### src/rtl/button_debouncer.sv
// Per-channel push-button debouncer: 2-flop synchronizer, 4-state debounce FSM,
// registered press/release pulses and software-clearable sticky press flags.
module button_debouncer #(
  parameter int unsigned NUM_BUTTONS     = 2,
  parameter int unsigned DEBOUNCE_CYCLES = 250000,
  parameter int unsigned CNT_WIDTH       = 18,
  parameter bit          ACTIVE_LOW      = 1'b1
) (
  input  logic                   io_mainClk,
  input  logic                   io_reset,
  input  logic [NUM_BUTTONS-1:0] io_buttons_raw,
  output logic [NUM_BUTTONS-1:0] io_buttons_level,
  output logic [NUM_BUTTONS-1:0] io_buttons_rise,
  output logic [NUM_BUTTONS-1:0] io_buttons_fall,
  output logic [NUM_BUTTONS-1:0] io_event_sticky,
  input  logic [NUM_BUTTONS-1:0] io_event_clear
);

  typedef enum logic [1:0] {
    RELEASED,
    ARM_PRESS,
    PRESSED,
    ARM_RELEASE
  } state_t;

  localparam logic                 RAW_IDLE = ACTIVE_LOW;
  localparam logic [CNT_WIDTH-1:0] CNT_LAST = CNT_WIDTH'(DEBOUNCE_CYCLES - 1);
  localparam logic [CNT_WIDTH-1:0] CNT_ONE  = CNT_WIDTH'(1);

  logic [NUM_BUTTONS-1:0] sync1, sync2, synced;
  logic [NUM_BUTTONS-1:0] rise_d, fall_d, rise_q, fall_q, sticky_q, level;
  state_t                 state_q [NUM_BUTTONS];
  state_t                 state_d [NUM_BUTTONS];
  logic [CNT_WIDTH-1:0]   cnt_q   [NUM_BUTTONS];
  logic [CNT_WIDTH-1:0]   cnt_d   [NUM_BUTTONS];

  always_ff @(posedge io_mainClk) begin
    if (io_reset) begin
      sync1 <= {NUM_BUTTONS{RAW_IDLE}};
      sync2 <= {NUM_BUTTONS{RAW_IDLE}};
    end else begin
      sync1 <= io_buttons_raw;
      sync2 <= sync1;
    end
  end

  assign synced = ACTIVE_LOW ? ~sync2 : sync2;

  // Leaving a settled state already counts the first differing sample, so the
  // arm state completes after DEBOUNCE_CYCLES consecutive differing samples.
  always_comb begin
    rise_d = '0;
    fall_d = '0;
    level  = '0;
    for (int unsigned i = 0; i < NUM_BUTTONS; i++) begin
      state_d[i] = state_q[i];
      cnt_d[i]   = cnt_q[i];
      level[i]   = (state_q[i] == PRESSED) || (state_q[i] == ARM_RELEASE);
      case (state_q[i])
        RELEASED: begin
          cnt_d[i] = '0;
          if (synced[i]) begin
            state_d[i] = ARM_PRESS;
            cnt_d[i]   = CNT_ONE;
          end
        end
        ARM_PRESS: begin
          if (!synced[i]) begin
            state_d[i] = RELEASED;
            cnt_d[i]   = '0;
          end else if (cnt_q[i] == CNT_LAST) begin
            state_d[i] = PRESSED;
            cnt_d[i]   = '0;
            rise_d[i]  = 1'b1;
          end else begin
            cnt_d[i] = cnt_q[i] + CNT_ONE;
          end
        end
        PRESSED: begin
          cnt_d[i] = '0;
          if (!synced[i]) begin
            state_d[i] = ARM_RELEASE;
            cnt_d[i]   = CNT_ONE;
          end
        end
        ARM_RELEASE: begin
          if (synced[i]) begin
            state_d[i] = PRESSED;
            cnt_d[i]   = '0;
          end else if (cnt_q[i] == CNT_LAST) begin
            state_d[i] = RELEASED;
            cnt_d[i]   = '0;
            fall_d[i]  = 1'b1;
          end else begin
            cnt_d[i] = cnt_q[i] + CNT_ONE;
          end
        end
        default: begin
          state_d[i] = RELEASED;
          cnt_d[i]   = '0;
        end
      endcase
    end
  end

  always_ff @(posedge io_mainClk) begin
    if (io_reset) begin
      for (int unsigned i = 0; i < NUM_BUTTONS; i++) begin
        state_q[i] <= RELEASED;
        cnt_q[i]   <= '0;
      end
      rise_q   <= '0;
      fall_q   <= '0;
      sticky_q <= '0;
    end else begin
      for (int unsigned i = 0; i < NUM_BUTTONS; i++) begin
        state_q[i] <= state_d[i];
        cnt_q[i]   <= cnt_d[i];
      end
      rise_q   <= rise_d;
      fall_q   <= fall_d;
      sticky_q <= rise_d | (sticky_q & ~io_event_clear);
    end
  end

  assign io_buttons_level = level;
  assign io_buttons_rise  = rise_q;
  assign io_buttons_fall  = fall_q;
  assign io_event_sticky  = sticky_q;

endmodule

### config.mk
export PLATFORM = sky130hd
export DESIGN_NAME = button_debouncer
export DESIGN_NICKNAME = d
export VERILOG_FILES = /design/src/rtl/button_debouncer.sv
export SDC_FILE = /design/constraint.sdc
export NUM_CORES = 1
export LEC_CHECK = 0
export ABC_AREA = 1
export CORE_MARGIN = 4
export CORE_UTILIZATION = 53
export DETAILED_ROUTE_END_ITERATION = 10
export PLACE_DENSITY = 0.78
export SLEW_MARGIN = 40
export SYNTH_ARGS = -nofsm -noshare
export SYNTH_HDL_FRONTEND = slang
export SYNTH_SLANG_ARGS = --single-unit
### constraint.sdc
create_clock -name io_mainClk -period 1.3 [get_ports io_mainClk]
set_input_delay 0.195 -clock io_mainClk [delete_from_list [all_inputs] [get_ports io_mainClk]]
set_output_delay 0.195 -clock io_mainClk [all_outputs]
set_load 0.03 [all_outputs]
======== After elaboration in Yosys (flattened, before gate mapping) ========
Memories as Yosys holds them, arrays and structs flattened.
Index checks and enable logic that the tools add are counted.
operators by class
  multiplexer cells ....................... 39
  reduce and logical (&&, ||, !) cells .... 6
  add/sub/neg operators ................... 2
  eq/ne operators ......................... 8
  bitwise gates (word level) .............. 10
operator list
  cell                                                                    number
  18-bit two-way mux                                                      8
  18-bit case mux with 4 select lines                                     2
  18-bit by 1-bit adder with 18-bit output (second input constant)        2
  18-bit equality test (second input constant)                            2
  2-bit two-way mux                                                       14
  2-bit case mux with 4 select lines                                      2
  1-bit two-way mux                                                       13
  2-bit equality test (second input constant)                             4
  3-bit OR reduction                                                      2
  2-bit by 1-bit equality test with 1-bit output (second input constant)  2
  2-bit logical NOT                                                       2
  2-bit NOT                                                               2
  1-bit OR                                                                4
  2-bit AND                                                               1
  1-bit logical OR                                                        2
  1-bit NOT                                                               2
  2-bit OR                                                                1
word-level totals
  memory bits (writable) .................. 40
  register bits ........................... 10
  input bits .............................. 6
  memories kept ........................... 2
memories
  name     depth  width  read ports  clocked after Yosys merged registers in  wr ports  RTL line  RTL
  cnt_q    2      18     2           0                                        2         34        logic [CNT_WIDTH-1:0] cnt_q [NUM_BUTTONS];
  state_q  2      2      2           0                                        2         32        state_t state_q [NUM_BUTTONS];

======== Logic depth before layout (Yosys ltp) ========
Gate-level depths: netlist (run 1).
An unclocked memory read counts as a cell.
  depth after elaboration ................. 6
  mapped depth ............................ 10
  gate-level depth less buffers ........... 10

======== Worst setup path before layout (run 1) ========
Ideal clock, no wire load.
  kind .................................... register to register
  start ................................... memory cnt_q[0][0]
  end ..................................... memory cnt_q[0][15]
  required time ........................... 1.186 ns
  cell stages (with the launch flop) ...... 10
  setup slack ............................. -0.111 ns
  period minus slack after synthesis ...... 1.411 ns
  data arrival time ....................... 1.297 ns
  setup time .............................. 0.114 ns
  cells stage by stage .................... dfxtp_1 ha_1 nand2_2 nor2_4 nand2_2 nor2_2 nand2_2 nand3_2 buf_6 nor2_1
RTL lines
  element          RTL line
  start, declared  34

==> flow_metrics.tcl, run 1 <==
set metrics [dict create \
    crit_family "simple AND/OR/NAND/NOR gates" \
    skew_ns 0.005397 \
    synth_top_cell_by_area "dfxtp_1" \
    ys_types 32 \
    slew_headroom_pct 73.94 \
    antenna_left 0 \
    synthToLayoutAreaGrowth_pct 41.12 \
    cp.required_ns 1.49 \
    share_comb_of_total_power_pct 8.3 \
    path_clk_slew_ns 0.09 \
    die-area_mm2 0.005703 \
    htreeDepth 2 \
    cts_sinks 50 \
    drtIter0Drc 130 \
    drive_above_1_share_pct 38.21 \
    critical-path-max-stage-delay_ns 0.35 \
    rows 24 \
    maxCapViolations 0 \
    clk_latency_ns 0.30 \
    gr-total-overflow 0 \
    clockBufferDepth 2 \
    violations "setup timing" \
    yosys.cell_count.top_type "nor2_1" \
    antenna_found_initial 0 \
    finalPower_w 0.002868 \
    fp.dieW_um 75.52 \
    p_leak_nw 1.355 \
    drc 0 \
    setup_slack_ns -0.1497 \
    crit_chain "buf_4, nor2_1, nand3_1, nor2_4, nand2_4, buf_4, nand3_4, nor2_1" \
    regArea_mm2 0.001030 \
    yosys_most_used_dff "dfxtp_1" \
    syn_area_mm2 0.002416 \
    intPower_w 0.002201 \
    synthesis.instances 343 \
    sw_frac_of_total_pct 23.25 \
    vias 2448 \
    hold_violations 0 \
    initial_utilization_pct 55.11 \
    drtPass1Iterations 4 \
    io_buffers 13 \
    max-vdd-ir-drop_v 0.0006561 \
    synth_edf_count 0 \
    wl_mm 6.638 \
    seq_area_frac_synth_pct 41.43 \
    place_worst_setup_slack_ns -0.1905 \
    cp_max_fo 8 \
    synth_common_cells "nor2_1 (74), nand2_1 (63), dfxtp_1 (50), inv_1 (49), nand3_1 (21)" \
    min-delay-start "sync1[0]" \
    cp_slowest_cell "dfxtp_2" \
    finalCritPeriodShare_pct 111.5 \
    min_path_type "reg -> reg" \
    grt_pass1_vias 2173 \
    grt_pass1_wl_mm 9.197 \
    status "complete, but fails checks" \
    critPathCaptureType "flip-flop" \
    cts_tree "built" \
    fill_cells 278 \
    start_kind "flip-flop" \
    grt_use_total_pct 20.78 \
    wl_per_cell_um 14.59 \
    multi_input_area_mm2 0.001525 \
    path_buf_inv 2 \
    path_class "reg -> reg" \
    final_nets 411 \
    p_sw_w 0.0006669 \
    pwr-share-clk_pct 36.1 \
    cts_buffers 5 \
    viasPerCell 5.380 \
    grt_max_degree 15 \
    pin_count 14 \
    r2r-end "cnt_q[0][4]" \
    period_minus_slack_ns 1.450 \
    syn-num-nets 351 \
    reg2reg_from "cnt_q[0][4]" \
    gp_congestion 0.8681 \
    power_density_mw_per_mm2 841.1 \
    setup_viol 38 \
    rr_worst_depth 8 \
    hold_slack_ns 0.4225 \
    syn_area_per_cell_um2 7.044 \
    rrSetupSlack_ns -0.15 \
    sequentialPowerShare_pct 55.6 \
    cts-root-buf "clkbuf_8" \
    die_y_um 75.52 \
    synth_area_leaders "dfxtp_1 (41%), nor2_1 (11%), nand2_1 (9.8%), inv_1 (7.6%), xor2_1 (5.4%)" \
    worst_pin_slew_ns 0.3873 \
    finalMaxSlewViolations 0 \
    async_reset_ff_share_pct 0 \
    cp-endpoint "cnt_q[0][4]" \
    n_antenna_cell 0 \
    cp_data_arrival_time_ns 1.64 \
    synth_top_area_share_pct 41.43 \
    rsz0062_at_grt "true" \
    yosysWarnings 0 \
    cp_num_cells 8 \
    dp_hpwl_mm 3.909 \
    fmax_ghz 0.6898 \
    synth.ff_latch_count 50 \
    coreArea_mm2 0.004384 \
    setup.worst_path.start "cnt_q[0][4]" \
]
-- routing by layer --
metal	global-route usage (%)	vias to the layer above	part of all wire (%)
li1	-	1187	-
met1	23.84	1164	38
met5	0	-	0
met2	36.63	74	55
met3	5.013	23	4.3
met4	8.932	0	2.7
-- timing repair --
item,4_1_cts,5_1_grt
hold buffers,0,0
buffers inserted,8,3
pin swaps,13,22
endpoints found under the setup margin,45,45
cloned,1,1
resized for setup,40,71
-- kinds of logic after synthesis --
family | share of synthesized area, %
flip-flops | 41.43
AND/OR/NAND/NOR | 37.86
adder cells (fa/ha/maj) | 1.036
XOR/XNOR | 6.525
buffers and inverters | 9.114
AO/OA/AOI/OAI | 4.039
-- sequential cells by signal, summed over array words and instances, names as in the netlist, named ones only --
name and flops:
sync2 2, io_buttons_fall 2, state_q 2, sync1 2, io_buttons_rise 2, cnt_q 36
io_event_sticky 2
-- per-stage QoR --
stage / instances / setup TNS [ns] / cell area (µm²) / util (%)
final: 455 / -3.075 / 3410 / 77.77
after global routing: 455 / -5.535 / 3410 / 77.77
after CTS: 451 / -0.7055 / 3147 / 71.78
after detailed placement: 435 / -4.474 / 2860 / 65.24
after global placement: 435 / -2.826 / 2860 / 65.24
after floorplan: 343 / -0.01900 / 2460 / -
-- worst reg2reg max path, cell delays in order (launching register included) --
cell and delay (ns):
dfxtp_2 0.35, buf_4 0.14, nor2_1 0.12, nand3_1 0.14
nor2_4 0.15, nand2_4 0.10, buf_4 0.16, nand3_4 0.12
nor2_1 0.06
-- power by group through the flow --
stage                     logic, W  clock network, W  registers (W)
after global routing      0.000264           0.00111        0.00160
after global placement    0.000194                 0        0.00163
after floorplan           0.000131                 0        0.00162
final                     0.000238           0.00103        0.00160
after detailed placement  0.000201                 0        0.00163
after CTS                 0.000215           0.00105        0.00159
-- cells in the final DEF (no fill, tap or decap), types with 6 or more instances in the layout --
cell           count
buf_4             37
buf_6              6
clkbuf_8           6
dfxtp_1           33
dfxtp_2           14
dlygate4sd2_1      6
inv_1             42
nand2_1           54
nand2_2            9
nand3_1           15
nand3_2            6
nand4_1            7
nor2_1            48
nor2_2            21
nor2_4            10
nor3_1             6
nor3_2             7
xor2_1            13
-- how the worst min path moves through the flow --
stage               endpoint  cells after the start
finish              sync2[0]                      1
global route        sync2[0]                      1
CTS                 sync2[0]                      1
detailed placement  sync2[0]                      1
global placement    sync2[0]                      1
floorplan           sync1[0]                      1
-- layout make-up --
type / instances / share of cell area (%)
Timing Repair Buffer: 57 / 14.46
Sequential cell: 50 / 30.20
Inverter: 49 / 5.541
Tap cell: 52 / 1.908
Clock buffer: 7 / 3.156
Multi-Input combinational cell: 240 / 44.73
No activity file was read; power rests on OpenSTA's default activity.
==> inputs of run 2 (changes only) <==
--- a/config.mk
+++ b/config.mk
@@ -6,6 +6,7 @@
 export NUM_CORES = 1
 export LEC_CHECK = 0
 export ABC_AREA = 1
+export CAP_MARGIN = 20
 export CORE_MARGIN = 4
 export CORE_UTILIZATION = 53
 export DETAILED_ROUTE_END_ITERATION = 10
==> constraint.sdc (replaced) <==
create_clock -name io_mainClk -period 1.3 [get_ports io_mainClk]
set_input_delay 0.26 -clock io_mainClk [delete_from_list [all_inputs] [get_ports io_mainClk]]
set_output_delay 0.26 -clock io_mainClk [all_outputs]
set_load 0.03 [all_outputs]
==> flow_metrics.tcl, run 2 (synthesized netlist as in run 1, its figures left out) <==
set metrics [dict create \
    status "complete, but fails checks" \
    violations "setup timing" \
    finalCritPeriodShare_pct 112.0 \
    p_leak_nw 1.405 \
    crit_chain "ha_4, nand3_4, nor2_4, nand3_2, nand4_1, buf_6, clkbuf_16, nor2_1" \
    cp_slowest_cell "dfxtp_2" \
    cp_data_arrival_time_ns 1.66 \
    cts-hold-fix-buffers 0 \
    cp-endpoint "cnt_q[0][21]" \
    cts_sinks 50 \
    start_kind "flip-flop" \
    gr-total-overflow 0 \
    slew_headroom_pct 80.29 \
    die-area_mm2 0.005703 \
    drc 0 \
    grt_pass1_vias 2385 \
    synthToLayoutAreaGrowth_pct 46.04 \
    vias 2588 \
    coreArea_mm2 0.004384 \
    cts_buffers 5 \
    wl_mm 7.458 \
    mostFrequentLayoutCells "nor2_1 (54), buf_4 (50), nand2_1 (49)" \
    final_nets 422 \
    grt_max_degree 18 \
    clockBufferDepth 2 \
    worst_pin_slew_ns 0.2968 \
    fill_cells 268 \
    maxCapViolations 0 \
    reg2reg_from "cnt_q[0][19]" \
    antenna_found_initial 0 \
    htreeDepth 2 \
    path_class "reg -> reg" \
    critPathCaptureType "flip-flop" \
    cp_num_cells 8 \
    final_util_pct 80.48 \
    path_buf_inv 2 \
    grt_pass1_wl_mm 9.680 \
    finalMaxSlewViolations 0 \
    period_minus_slack_ns 1.456 \
    gp_congestion 0.8460 \
    grt_use_total_pct 22.24 \
    cts_tree "built" \
    drtIter0Drc 145 \
    multi_input_area_mm2 0.001559 \
    setup.worst_path.start "cnt_q[0][19]" \
    hold_slack_ns 0.4205 \
    initial_utilization_pct 55.11 \
    hold_violations 0 \
    largest_reg_flops 36 \
    io_buffers 13 \
    fmax_ghz 0.6867 \
    skew_ns 0.01598 \
    viasPerCell 5.542 \
    rsz0062_at_grt "true" \
    setup_viol 27 \
    max-vdd-ir-drop_v 0.0008417 \
    top_register "cnt_q" \
    final_common_cell "nor2_1" \
    rows 24 \
    r2r-end "cnt_q[0][21]" \
    cp.required_ns 1.51 \
    clk_latency_ns 0.32 \
    drtPass1Iterations 7 \
    n_antenna_cell 0 \
    cts-root-buf "clkbuf_8" \
    drive_above_1_share_pct 42.65 \
    critical-path-max-stage-delay_ns 0.37 \
    rrSetupSlack_ns -0.16 \
    cp_max_fo 7 \
    antenna_left 0 \
    min_path_type "reg -> reg" \
    regArea_mm2 0.001041 \
    setup_slack_ns -0.1562 \
    pin_count 14 \
    wl_per_cell_um 15.97 \
    rr_worst_depth 8 \
    path_clk_slew_ns 0.10 \
    die_y_um 75.52 \
    dp_hpwl_mm 3.947 \
    fp.dieW_um 75.52 \
    crit_family "simple AND/OR/NAND/NOR gates" \
    power_density_mw_per_mm2 789.4 \
]
==> run 2: worst min-delay path by stage <==
stage	startpoint	end	slack, ns	cells past startpoint
after floorplan	io_buttons_raw[0]	sync1[0]	0.36	1
after global placement	sync1[1]	sync2[1]	0.39	1
after detailed placement	sync1[1]	sync2[1]	0.40	1
after CTS	sync1[1]	sync2[1]	0.43	1
after global routing	sync1[0]	sync2[0]	0.43	1
final	sync1[1]	sync2[1]	0.42	1
==> run 2: layout make-up <==
class                      instances  area share [%]
clock inverter                     1          0.2128
clock buffer                       7           2.163
timing repair buffer              69           16.67
sequential                        50           29.50
inverter                          49           5.426
multi-input combinational        239           44.18
tap                               52           1.844
==> run 2: what timing repair did <==
item	in CTS	in global routing
endpoints found under the setup margin	46	50
setup buffers	17	3
pin swaps	22	21
gates resized for setup	48	83
gates cloned	0	2
==> run 2: per-stage QoR <==
stage / area [µm²] / TNS (ns) / worst slack, ns / std cells / power [W]
after detailed placement: 2885 / -5.043 / -0.2464 / 437 / 0.001829
after floorplan: 2460 / -0.01900 / -0.01584 / 343 / 0.001754
after global routing: 3528 / -4.337 / -0.1840 / 467 / 0.002878
final: 3528 / -2.390 / -0.1562 / 467 / 0.002785
after global placement: 2885 / -3.993 / -0.1765 / 437 / 0.001817
after CTS: 3203 / -0.4552 / -0.06104 / 462 / 0.002725
==> run 2: power breakdown <==
part	switching, W	total (W)	internal, W
Combinational	0.000159	0.000277	0.000118
Clock	0.000536	0.000918	0.000382
Sequential	0.0000347	0.00159	0.00156
==> run 2: layer usage <==
metal	part of all wire [%]	global-route usage, %	wire [µm]	vias up
met3	5.6	5.805	415	42
met4	5.0	11.26	375	0
met1	35	22.89	2605	1208
met5	0	0	0	-
met2	54	41.13	4062	124
li1	-	-	-	1214
